`src/rtl/serial_alu_sequencer_if.sv`:
```
// serial_alu_sequencer_if: request/response bundle between two requesters and the sequencer
//   req_valid/req_ready : per-requester handshake, bit i = requester i
//   req_op/req_a/req_b  : packed per-requester opcode and operands
//   resp_*              : valid/ready response carrying id, result and timeout error
interface serial_alu_sequencer_if #(
  parameter int W    = 8,
  parameter int OP_W = 3
);
  logic [1:0]        req_valid;
  logic [1:0]        req_ready;
  logic [2*OP_W-1:0] req_op;
  logic [2*W-1:0]    req_a;
  logic [2*W-1:0]    req_b;
  logic              resp_valid;
  logic              resp_ready;
  logic              resp_id;
  logic [W-1:0]      resp_result;
  logic              resp_error;
  modport master (
    output req_valid, req_op, req_a, req_b, resp_ready,
    input  req_ready, resp_valid, resp_id, resp_result, resp_error
  );
  modport slave (
    input  req_valid, req_op, req_a, req_b, resp_ready,
    output req_ready, resp_valid, resp_id, resp_result, resp_error
  );
endinterface

```
`src/rtl/serial_alu_sequencer.sv`:
```
// serial_alu_sequencer: round-robin front end that frames requests to a bit-serial ALU
//   clk_i          : system clock, rising edge
//   rst_ni         : asynchronous active-low reset
//   bus            : request/response interface (slave side)
//   alu_reset_o    : active-high ALU reset, pulsed 2 cycles after a timeout
//   alu_data_in_o  : serial frame to the ALU (start, op, A, B; LSB-first)
//   alu_data_out_i : serial result from the ALU (start bit, then W bits LSB-first)
module serial_alu_sequencer #(
  parameter int W       = 8,
  parameter int OP_W    = 3,
  parameter int TIMEOUT = 64
) (
  input  logic                  clk_i,
  input  logic                  rst_ni,
  serial_alu_sequencer_if.slave bus,
  output logic                  alu_reset_o,
  output logic                  alu_data_in_o,
  input  logic                  alu_data_out_i
);
  localparam int FL = 1 + OP_W + 2 * W;
  localparam logic [7:0] FL_M1 = 8'(FL - 1);
  localparam logic [7:0] TO_M1 = 8'(TIMEOUT - 1);
  localparam logic [7:0] W_M1  = 8'(W - 1);
  typedef enum logic [2:0] {IDLE, SEND, WAIT, RECV, FLUSH, RESP} state_t;
  state_t        state_q, state_d;
  logic [FL-1:0] frame_q, frame_d;
  logic [7:0]    cnt_q, cnt_d;
  logic [W-1:0]  res_q, res_d;
  logic          rr_q, rr_d, id_q, id_d, err_q, err_d, gnt_id;
  always_ff @(posedge clk_i or negedge rst_ni) begin
    if (!rst_ni) begin
      state_q <= IDLE;
      frame_q <= '0;
      cnt_q   <= '0;
      res_q   <= '0;
      rr_q    <= 1'b1;
      id_q    <= 1'b0;
      err_q   <= 1'b0;
    end else begin
      state_q <= state_d;
      frame_q <= frame_d;
      cnt_q   <= cnt_d;
      res_q   <= res_d;
      rr_q    <= rr_d;
      id_q    <= id_d;
      err_q   <= err_d;
    end
  end
  always_comb begin
    state_d       = state_q;
    frame_d       = frame_q;
    cnt_d         = cnt_q;
    res_d         = res_q;
    rr_d          = rr_q;
    id_d          = id_q;
    err_d         = err_q;
    bus.req_ready = 2'b00;
    alu_reset_o   = 1'b0;
    alu_data_in_o = 1'b0;
    // rr_q holds the last winner; on contention the other requester wins
    gnt_id        = &bus.req_valid ? ~rr_q : bus.req_valid[1];
    case (state_q)
      IDLE: if (|bus.req_valid) begin
        bus.req_ready = gnt_id ? 2'b10 : 2'b01;
        rr_d          = gnt_id;
        id_d          = gnt_id;
        frame_d       = {gnt_id ? bus.req_b[2*W-1:W] : bus.req_b[W-1:0],
                         gnt_id ? bus.req_a[2*W-1:W] : bus.req_a[W-1:0],
                         gnt_id ? bus.req_op[2*OP_W-1:OP_W] : bus.req_op[OP_W-1:0],
                         1'b1};
        cnt_d         = '0;
        state_d       = SEND;
      end
      SEND: begin
        alu_data_in_o = frame_q[0];
        frame_d       = frame_q >> 1;
        cnt_d         = cnt_q == FL_M1 ? 8'd0 : cnt_q + 8'd1;
        state_d       = cnt_q == FL_M1 ? WAIT : SEND;
      end
      WAIT: begin
        cnt_d   = alu_data_out_i || cnt_q == TO_M1 ? 8'd0 : cnt_q + 8'd1;
        state_d = alu_data_out_i ? RECV : cnt_q == TO_M1 ? FLUSH : WAIT;
      end
      RECV: begin
        // shift in from the top so the first received bit ends up in res_q[0]
        res_d   = {alu_data_out_i, res_q[W-1:1]};
        err_d   = 1'b0;
        cnt_d   = cnt_q + 8'd1;
        state_d = cnt_q == W_M1 ? RESP : RECV;
      end
      FLUSH: begin
        alu_reset_o = 1'b1;
        res_d       = '0;
        err_d       = 1'b1;
        cnt_d       = cnt_q + 8'd1;
        state_d     = cnt_q == 8'd1 ? RESP : FLUSH;
      end
      RESP: state_d = bus.resp_ready ? IDLE : RESP;
      default: state_d = IDLE;
    endcase
  end
  assign bus.resp_valid  = state_q == RESP;
  assign bus.resp_id     = bus.resp_valid & id_q;
  assign bus.resp_error  = bus.resp_valid & err_q;
  assign bus.resp_result = bus.resp_valid ? res_q : '0;
endmodule
```
`src/flat_wrapper.sv`:
```
// flat-port wrapper written by rule: the top's interface ports become plain ports
module serial_alu_sequencer_flat 
#(
  parameter int W       = 8,
  parameter int OP_W    = 3,
  parameter int TIMEOUT = 64
)
  (clk_i, rst_ni, alu_reset_o, alu_data_in_o, alu_data_out_i, bus_req_valid, bus_req_op, bus_req_a, bus_req_b, bus_resp_ready, bus_req_ready, bus_resp_valid, bus_resp_id, bus_resp_result, bus_resp_error);
  serial_alu_sequencer_if #(.W(W), .OP_W(OP_W)) bus_i ();
  input  logic clk_i;
  input  logic rst_ni;
  output logic alu_reset_o;
  output logic alu_data_in_o;
  input  logic alu_data_out_i;
  input wire logic [$bits(bus_i.req_valid)-1:0] bus_req_valid;
  input wire logic [$bits(bus_i.req_op)-1:0] bus_req_op;
  input wire logic [$bits(bus_i.req_a)-1:0] bus_req_a;
  input wire logic [$bits(bus_i.req_b)-1:0] bus_req_b;
  input wire logic [$bits(bus_i.resp_ready)-1:0] bus_resp_ready;
  output wire logic [$bits(bus_i.req_ready)-1:0] bus_req_ready;
  output wire logic [$bits(bus_i.resp_valid)-1:0] bus_resp_valid;
  output wire logic [$bits(bus_i.resp_id)-1:0] bus_resp_id;
  output wire logic [$bits(bus_i.resp_result)-1:0] bus_resp_result;
  output wire logic [$bits(bus_i.resp_error)-1:0] bus_resp_error;
  assign bus_i.req_valid = bus_req_valid;
  assign bus_i.req_op = bus_req_op;
  assign bus_i.req_a = bus_req_a;
  assign bus_i.req_b = bus_req_b;
  assign bus_i.resp_ready = bus_resp_ready;
  assign bus_req_ready = bus_i.req_ready;
  assign bus_resp_valid = bus_i.resp_valid;
  assign bus_resp_id = bus_i.resp_id;
  assign bus_resp_result = bus_i.resp_result;
  assign bus_resp_error = bus_i.resp_error;
  serial_alu_sequencer #(.W(W), .OP_W(OP_W), .TIMEOUT(TIMEOUT)) u_core (.clk_i(clk_i), .rst_ni(rst_ni), .bus(bus_i), .alu_reset_o(alu_reset_o), .alu_data_in_o(alu_data_in_o), .alu_data_out_i(alu_data_out_i));
endmodule
```
`config.mk`:
```
export PLATFORM = sky130hd
export DESIGN_NAME = serial_alu_sequencer_flat
export DESIGN_NICKNAME = d
export VERILOG_FILES = /design/src/rtl/serial_alu_sequencer_if.sv /design/src/rtl/serial_alu_sequencer.sv /design/src/flat_wrapper.sv
export SDC_FILE = /design/constraint.sdc
export NUM_CORES = 1
export LEC_CHECK = 0
export CAP_MARGIN = 40
export CORE_ASPECT_RATIO = 1.5
export CORE_MARGIN = 5
export CORE_UTILIZATION = 49
export DETAILED_ROUTE_END_ITERATION = 10
export PLACE_DENSITY = 0.77
export SETUP_SLACK_MARGIN = 0.05
export SLEW_MARGIN = 5
export SYNTH_ARGS = -nofsm -noshare
export SYNTH_HDL_FRONTEND = slang
export SYNTH_SLANG_ARGS = --single-unit
```
`constraint.sdc`:
```
create_clock -name clk_i -period 2.1 [get_ports clk_i]
set_input_delay 0.21 -clock clk_i [delete_from_list [all_inputs] [get_ports clk_i]]
set_output_delay 0.21 -clock clk_i [all_outputs]
set_load 0.03 [all_outputs]
```
==> metrics.yaml, run 1 <==
status: "finished, final reports clean"
grt_pass1_wl_um: 9720
synth_edf_count: 0
period_needed_ns: 1.96
dp_cells: 385
cts_tree: "built"
criticalPathCategory: "reg -> out"
die_width_um: 67.1
die-area_sq_um: 6430
worst_path_max_delay_cell: "dfrtp_2"
peakVddDrop_mv: 0.629
cpMostUsedCell: "buf_4"
cp_cell_sequence: "nor3_2 > o21ai_1 > buf_4 > nor2_1 > buf_4"
vias_per_cell: 5.48
wl_per_cell_um: 14.6
crit_arrival_ns: 1.75
hold_path_class: "in -> async"
routed_wl_um: 5760
syn_nets: 307
synthCells: 261
synthToLayoutAreaGrowth_pct: 33.1
setup_viol: 0
route.detailed.drc: 0
yosys_warnings: 0
cts_max_level: 2
yosys.area.top_type: "dfrtp_1"
clkSinkCount: 42
critical_path_required_ns: 1.89
path_clk_slew_ns: 0.08
total_power_uw: 3740
cts_buffers: 5
postSynth.asyncResetShare_pct: 100
antenna_found_initial: 0
finalCritPeriodShare_pct: 93.5
drive_gt1_share_pct: 15.2
start_util_pct: 49.9
ant_nets: 0
io_buffers: 58
end_kind: "output pin"
rsz0062_at_grt: "false"
ys_seq_area_share_pct: 43.8
slew_viol_final: 0
setup_tns_ns: 0
relSlewSlack_pct: 61.5
ys.flop_type: "dfrtp_1"
yosysMostFrequentCell: "nand2_1"
synth_seq_cells: 42
die_h_um: 95.7
drt_iter0_drc: 183
critPathMaxStageDelay_ns: 0.55
fill_cells: 450
n_antenna_cell: 0
post-cts-setup-buffer-count: 0
cts_buffer_depth: 2
gp_congestion: 0.805
hold_viol_final: 0
max_clock_freq_mhz: 509
root_buffer: "clkbuf_8"
synth_common_cells: "nand2_1, dfrtp_1, a21oi_1"
dr.pass1.iters: 4
power_density_nw_per_um2: 1170
fin_area_sq_um: 3190
synth_top_area_share_pct: 42.8
synth_cell_types: 46
grt_usage_pct: 19.8
fp-row-count: 31
worstSetupStartpointType: "register"
ioPinCount: 59
fin_worst_skew_ns: 0.00702
critPathMaxFanout: 23
netlist_area_sq_um: 2400
p_leak_uw: 0.00146
grt_max_degree: 24
dp_hpwl_um: 4340
placed_area_sq_um: 3100
maxCapViolCount: 0
grt_pass1_vias: 2089
core_area_sq_um: 4810
vias: 2159
nNetsFinal: 373
clk_latency_ns: 0.29
overflow: 0
synthesis.area_per_instance_sq_um: 9.19
layout.cells.non_filler: 394
synth_top_cells_by_area: "dfrtp_1, nand2_1, a221o_1"
worst_slew_pin_slew_ns: 0.577
[registers in the layout, indices dropped and copies added, names as in the netlist]
| signal | count |
|---|---|
| u_core.frame_q | 20 |
| u_core.cnt_q | 8 |
| u_core.res_q | 8 |
| u_core.state_q | 3 |
| u_core.err_q | 1 |
| u_core.id_q | 1 |
| u_core.rr_q | 1 |
[path summary, 6_finish.rpt]
path	depth (start not counted)	slack, ns	startpoint	endpoint
setup / recovery	5	0.14	u_core.state_q[2]	bus_req_ready[0]
hold / removal	2	0.43	rst_ni	u_core.frame_q[9]
setup reg to reg	5	0.25	u_core.cnt_q[0]	u_core.cnt_q[4]
hold reg to reg	2	0.48	u_core.frame_q[1]	u_core.frame_q[0]
max in group asynchronous	3	1.11	rst_ni	u_core.frame_q[15]
min in group clk_i	2	0.48	u_core.frame_q[1]	u_core.frame_q[0]
[layout make-up]
type                            count  area (sq um)  share of cell area, %
Multi-Input combinational cell    192          1230                   38.5
Sequential cell                    42          1050                   33.0
Timing Repair Buffer               78           706                   22.1
Clock buffer                        7          86.3                   2.70
Tap cell                           66          82.6                   2.59
Inverter                            8          30.0                  0.940
Clock inverter                      1          5.00                  0.157
[worst max-delay path: cells and delay by family, from the launching register on]
family          cells  cell delay (ns)
compound gates      1             0.14
flops               1             0.55
simple gates        2             0.41
buf+inv             2             0.36
[repair_timing]
action,in CTS,in global routing
hold buffers,1,0
setup endpoints to repair,13,1
resized for setup,13,1
gates cloned,0,0
endpoints found under the hold margin,20,0
[power breakdown]
group | switching (uW) | internal (uW) | leakage (uW)
clock network | 280 | 266 | 0.0000482
logic | 921 | 842 | 0.000902
registers | 274 | 1160 | 0.000510
[per-layer routing]
metal,share of wire [%],GRT usage (%)
met5,0,0
met4,1.4,6.94
met3,4.9,3.15
met2,52,36.6
met1,42,22.5
[placed cells by master (no fill, tap or decap), types with 3 or more instances in the layout]
| cell type | synthesis | layout |
|---|---|---|
| inv_1 | 8 | 8 |
| dlygate4sd2_1 | 0 | 12 |
| o22ai_1 | 12 | 12 |
| nand2_1 | 52 | 52 |
| nand3_1 | 10 | 10 |
| a221o_1 | 15 | 15 |
| and2_1 | 4 | 4 |
| mux2i_1 | 3 | 3 |
| and3_1 | 13 | 13 |
| dfrtp_1 | 41 | 40 |
| buf_4 | 1 | 22 |
| o221a_2 | 4 | 4 |
| clkbuf_8 | 0 | 6 |
| nor3_1 | 4 | 3 |
| o21ai_0 | 9 | 8 |
| a21oi_1 | 25 | 25 |
| nor2_1 | 6 | 6 |
| clkdlybuf4s50_1 | 0 | 42 |
[per-stage QoR]
stage	utilization, %	hold slack [ns]	setup slack (ns)
finish	66.4	0.431	0.137
global route	66.4	0.493	0.0224
CTS	66.3	0.438	0.0605
detailed placement	64.5	0.228	0.246
global placement	64.5	0.217	0.274
floorplan	-	-0.0856	0.168
[kinds of logic (layout without fill, tap and decap cells)]
family                   Yosys count  after routing  synth area share [%]
XOR/XNOR                           1              1                 0.365
buffers and inverters             27             94                  5.06
multiplexers                       3              3                  1.25
flip-flops                        42             42                  43.8
AO/OA/AOI/OAI                     80             80                  24.7
AND/OR/NAND/NOR                  106            106                  23.8
adder cells (fa/ha/maj)            2              2                  1.04
No activity file was read; power rests on OpenSTA's default activity.
==> run 2, diff against run 1 <==
CAP_MARGIN = 20   (was 40)
CORE_MARGIN = not set   (was 5)
==> run 2 against run 1 <==
  * Sequential share of layout area is 0.27 points higher
  * Global-route usage is 4.6 points higher
  * Flip-flop and latch count stayed put
  * Sequential power hardly changed
  * Largest cell class unchanged
  * Largest power group unchanged
==> metrics.yaml, run 2 (synthesized netlist as in run 1, its figures left out) <==
status: "finished, final reports clean"
wl_per_cell_um: 14.2  # -2.7%
fin_worst_skew_ns: 0.00890  # +0.00189 ns
maxCapViolCount: 0  # unchanged
period_needed_ns: 1.96  # -0.00270 ns
worst_path_max_delay_cell: "dfrtp_1"
cts_buffer_depth: 2  # unchanged
rsz0062_at_grt: "false"
layout.cells.non_filler: 390  # -1.0%
cp_cell_sequence: "buf_4 > or2_1 > buf_4 > nor3_1 > buf_4"
ioPinCount: 59  # unchanged
clkSinkCount: 42  # unchanged
ant_nets: 0  # unchanged
routed_wl_um: 5550  # -3.7%
root_buffer: "clkbuf_8"
cpLargestDelayFamily: "buffers and inverters"
die_h_um: 87.7  # -8.4%
dr.pass1.iters: 4  # unchanged
grt_pass1_wl_um: 9690  # -0.29%
clk_latency_ns: 0.30  # about the same
critPathMaxStageDelay_ns: 0.40  # -0.15 ns
synthToLayoutAreaGrowth_pct: 32.0
cpMostUsedCell: "buf_4"
finalCritPeriodShare_pct: 93.4  # -0.13 points
hold_path_class: "in -> async"
drt_iter0_drc: 113  # -38%
die-area_sq_um: 5190  # -19%
core_area_sq_um: 4620  # -4.0%
critPathMaxFanout: 11  # -52%
hold_viol_final: 0  # unchanged
dp_hpwl_um: 4040  # -6.9%
dp_cells: 381  # -1.0%
fill_cells: 416  # -7.6%
final_cell_mix: "nand2_1, clkdlybuf4s50_1, dfrtp_1"
critical_path_required_ns: 1.89  # about the same
vias: 2202  # +2.0%
fp-row-count: 30  # -3.2%
criticalPathCategory: "reg -> out"
grt_max_degree: 25  # +4.2%
grt_pass1_vias: 2154  # +3.1%
slew_viol_final: 0  # unchanged
setup_slack_ns: 0.139  # +0.00270 ns
gp_congestion: 0.819  # +1.7%
path_clk_slew_ns: 0.08  # about the same
drive_gt1_share_pct: 14.7  # -0.52 points
route.detailed.drc: 0  # unchanged
relSlewSlack_pct: 61.7  # +0.20 points
vias_per_cell: 5.65  # +3.0%
io_buffers: 58  # unchanged
die_width_um: 59.1  # -12%
crit_buf_inv: 3  # +1
power_density_nw_per_um2: 1170  # -0.50%
end_kind: "output pin"
nNetsFinal: 371  # -0.54%
mostFrequentLayoutCell: "nand2_1"
peakVddDrop_mv: 0.617  # -1.8%
top_regs: "u_core.frame_q x20, u_core.cnt_q x8, u_core.res_q x8"
crit_arrival_ns: 1.75  # about the same
cts_buffers: 5  # unchanged
worstSetupStartpointType: "register"
cts_max_level: 2  # unchanged
max_clock_freq_mhz: 510  # +0.14%
setup_viol: 0  # unchanged
largest_reg_flops: 20  # unchanged
grt_usage_pct: 24.4  # +4.6 points
worst_slew_pin_slew_ns: 0.574  # -0.00299 ns
cts_tree: "built"
p_leak_uw: 0.00145  # -0.87%
start_util_pct: 52.0  # +2.1 points
top_register: "u_core.frame_q"
n_antenna_cell: 0  # unchanged
antenna_found_initial: 0  # unchanged
setup_tns_ns: 0  # unchanged
overflow: 0  # unchanged
post-place-ws_ns: 0.160  # -0.0857 ns
-- run 2: cell count changes in the layout (fill, tap and decap cells not counted), sizes merged --
cell,delta
buf,-2
clkinv,+1
clkbuf,-1
-- run 2: power breakdown --
part           leakage, uW  internal, uW  total [uW]  switching (uW)
clock network    0.0000450           230         505             274
registers         0.000510          1160        1410             253
logic             0.000892           826        1770             949
-- run 2: metal layers --
layer | vias to the layer above | wire (um) | GRT usage [%]
met5 | - | 0 | 0
met4 | 0 | 81 | 6.93
met3 | 7 | 246 | 4.73
met2 | 70 | 2890 | 42.0
met1 | 1044 | 2330 | 30.7
li1 | 1081 | - | -
-- run 2: path summary, 6_finish.rpt --
| path | to | from | depth (start not counted) | slack [ns] |
|---|---|---|---|---|
| setup / recovery | bus_req_ready[1] | u_core.state_q[1] | 5 | 0.14 |
| hold / removal | u_core.res_q[4] | rst_ni | 2 | 0.39 |
| setup reg to reg | u_core.cnt_q[2] | u_core.cnt_q[5] | 4 | 0.27 |
| hold reg to reg | u_core.id_q | u_core.id_q | 1 | 0.48 |
| max in group asynchronous | u_core.state_q[2] | rst_ni | 3 | 1.16 |
| min in group clk_i | u_core.id_q | u_core.id_q | 1 | 0.48 |
-- run 2: repair_timing --
item,CTS,global route
cloned,0,0
endpoints found under the hold margin,18,0
buffers inserted,0,0
resized for setup,13,1
endpoints found under the setup margin,13,1
hold buffers,1,0
-- run 2: stage by stage --
| step | total power [uW] | hold WS (ns) | util [%] | instance area [sq um] |
|---|---|---|---|---|
| floorplan | 2690 | -0.0856 | - | 2400 |
| global placement | 3140 | 0.187 | 66.8 | 3080 |
| detailed placement | 3200 | 0.186 | 66.8 | 3080 |
| CTS | 3700 | 0.396 | 68.5 | 3160 |
| global route | 3990 | 0.425 | 68.6 | 3170 |
| finish | 3690 | 0.394 | 68.6 | 3170 |
-- run 2: cell type report --
type                       count  area [sq um]  area share, %
clock inverter                 2          10.0          0.316
inverter                       8          30.0          0.948
timing repair buffer          76           691           21.8
clock buffer                   6          72.6           2.29
tap                           64          80.1           2.53
multi-input combinational    192          1230           38.9
sequential                    42          1050           33.3
-- run 2: worst register-to-register path, cell delays in order, from the launching register on --
cell,delay [ns]
dfrtp_1,0.45
nor4_4,0.44
a41oi_2,0.25
nor4_4,0.42
o22ai_1,0.14
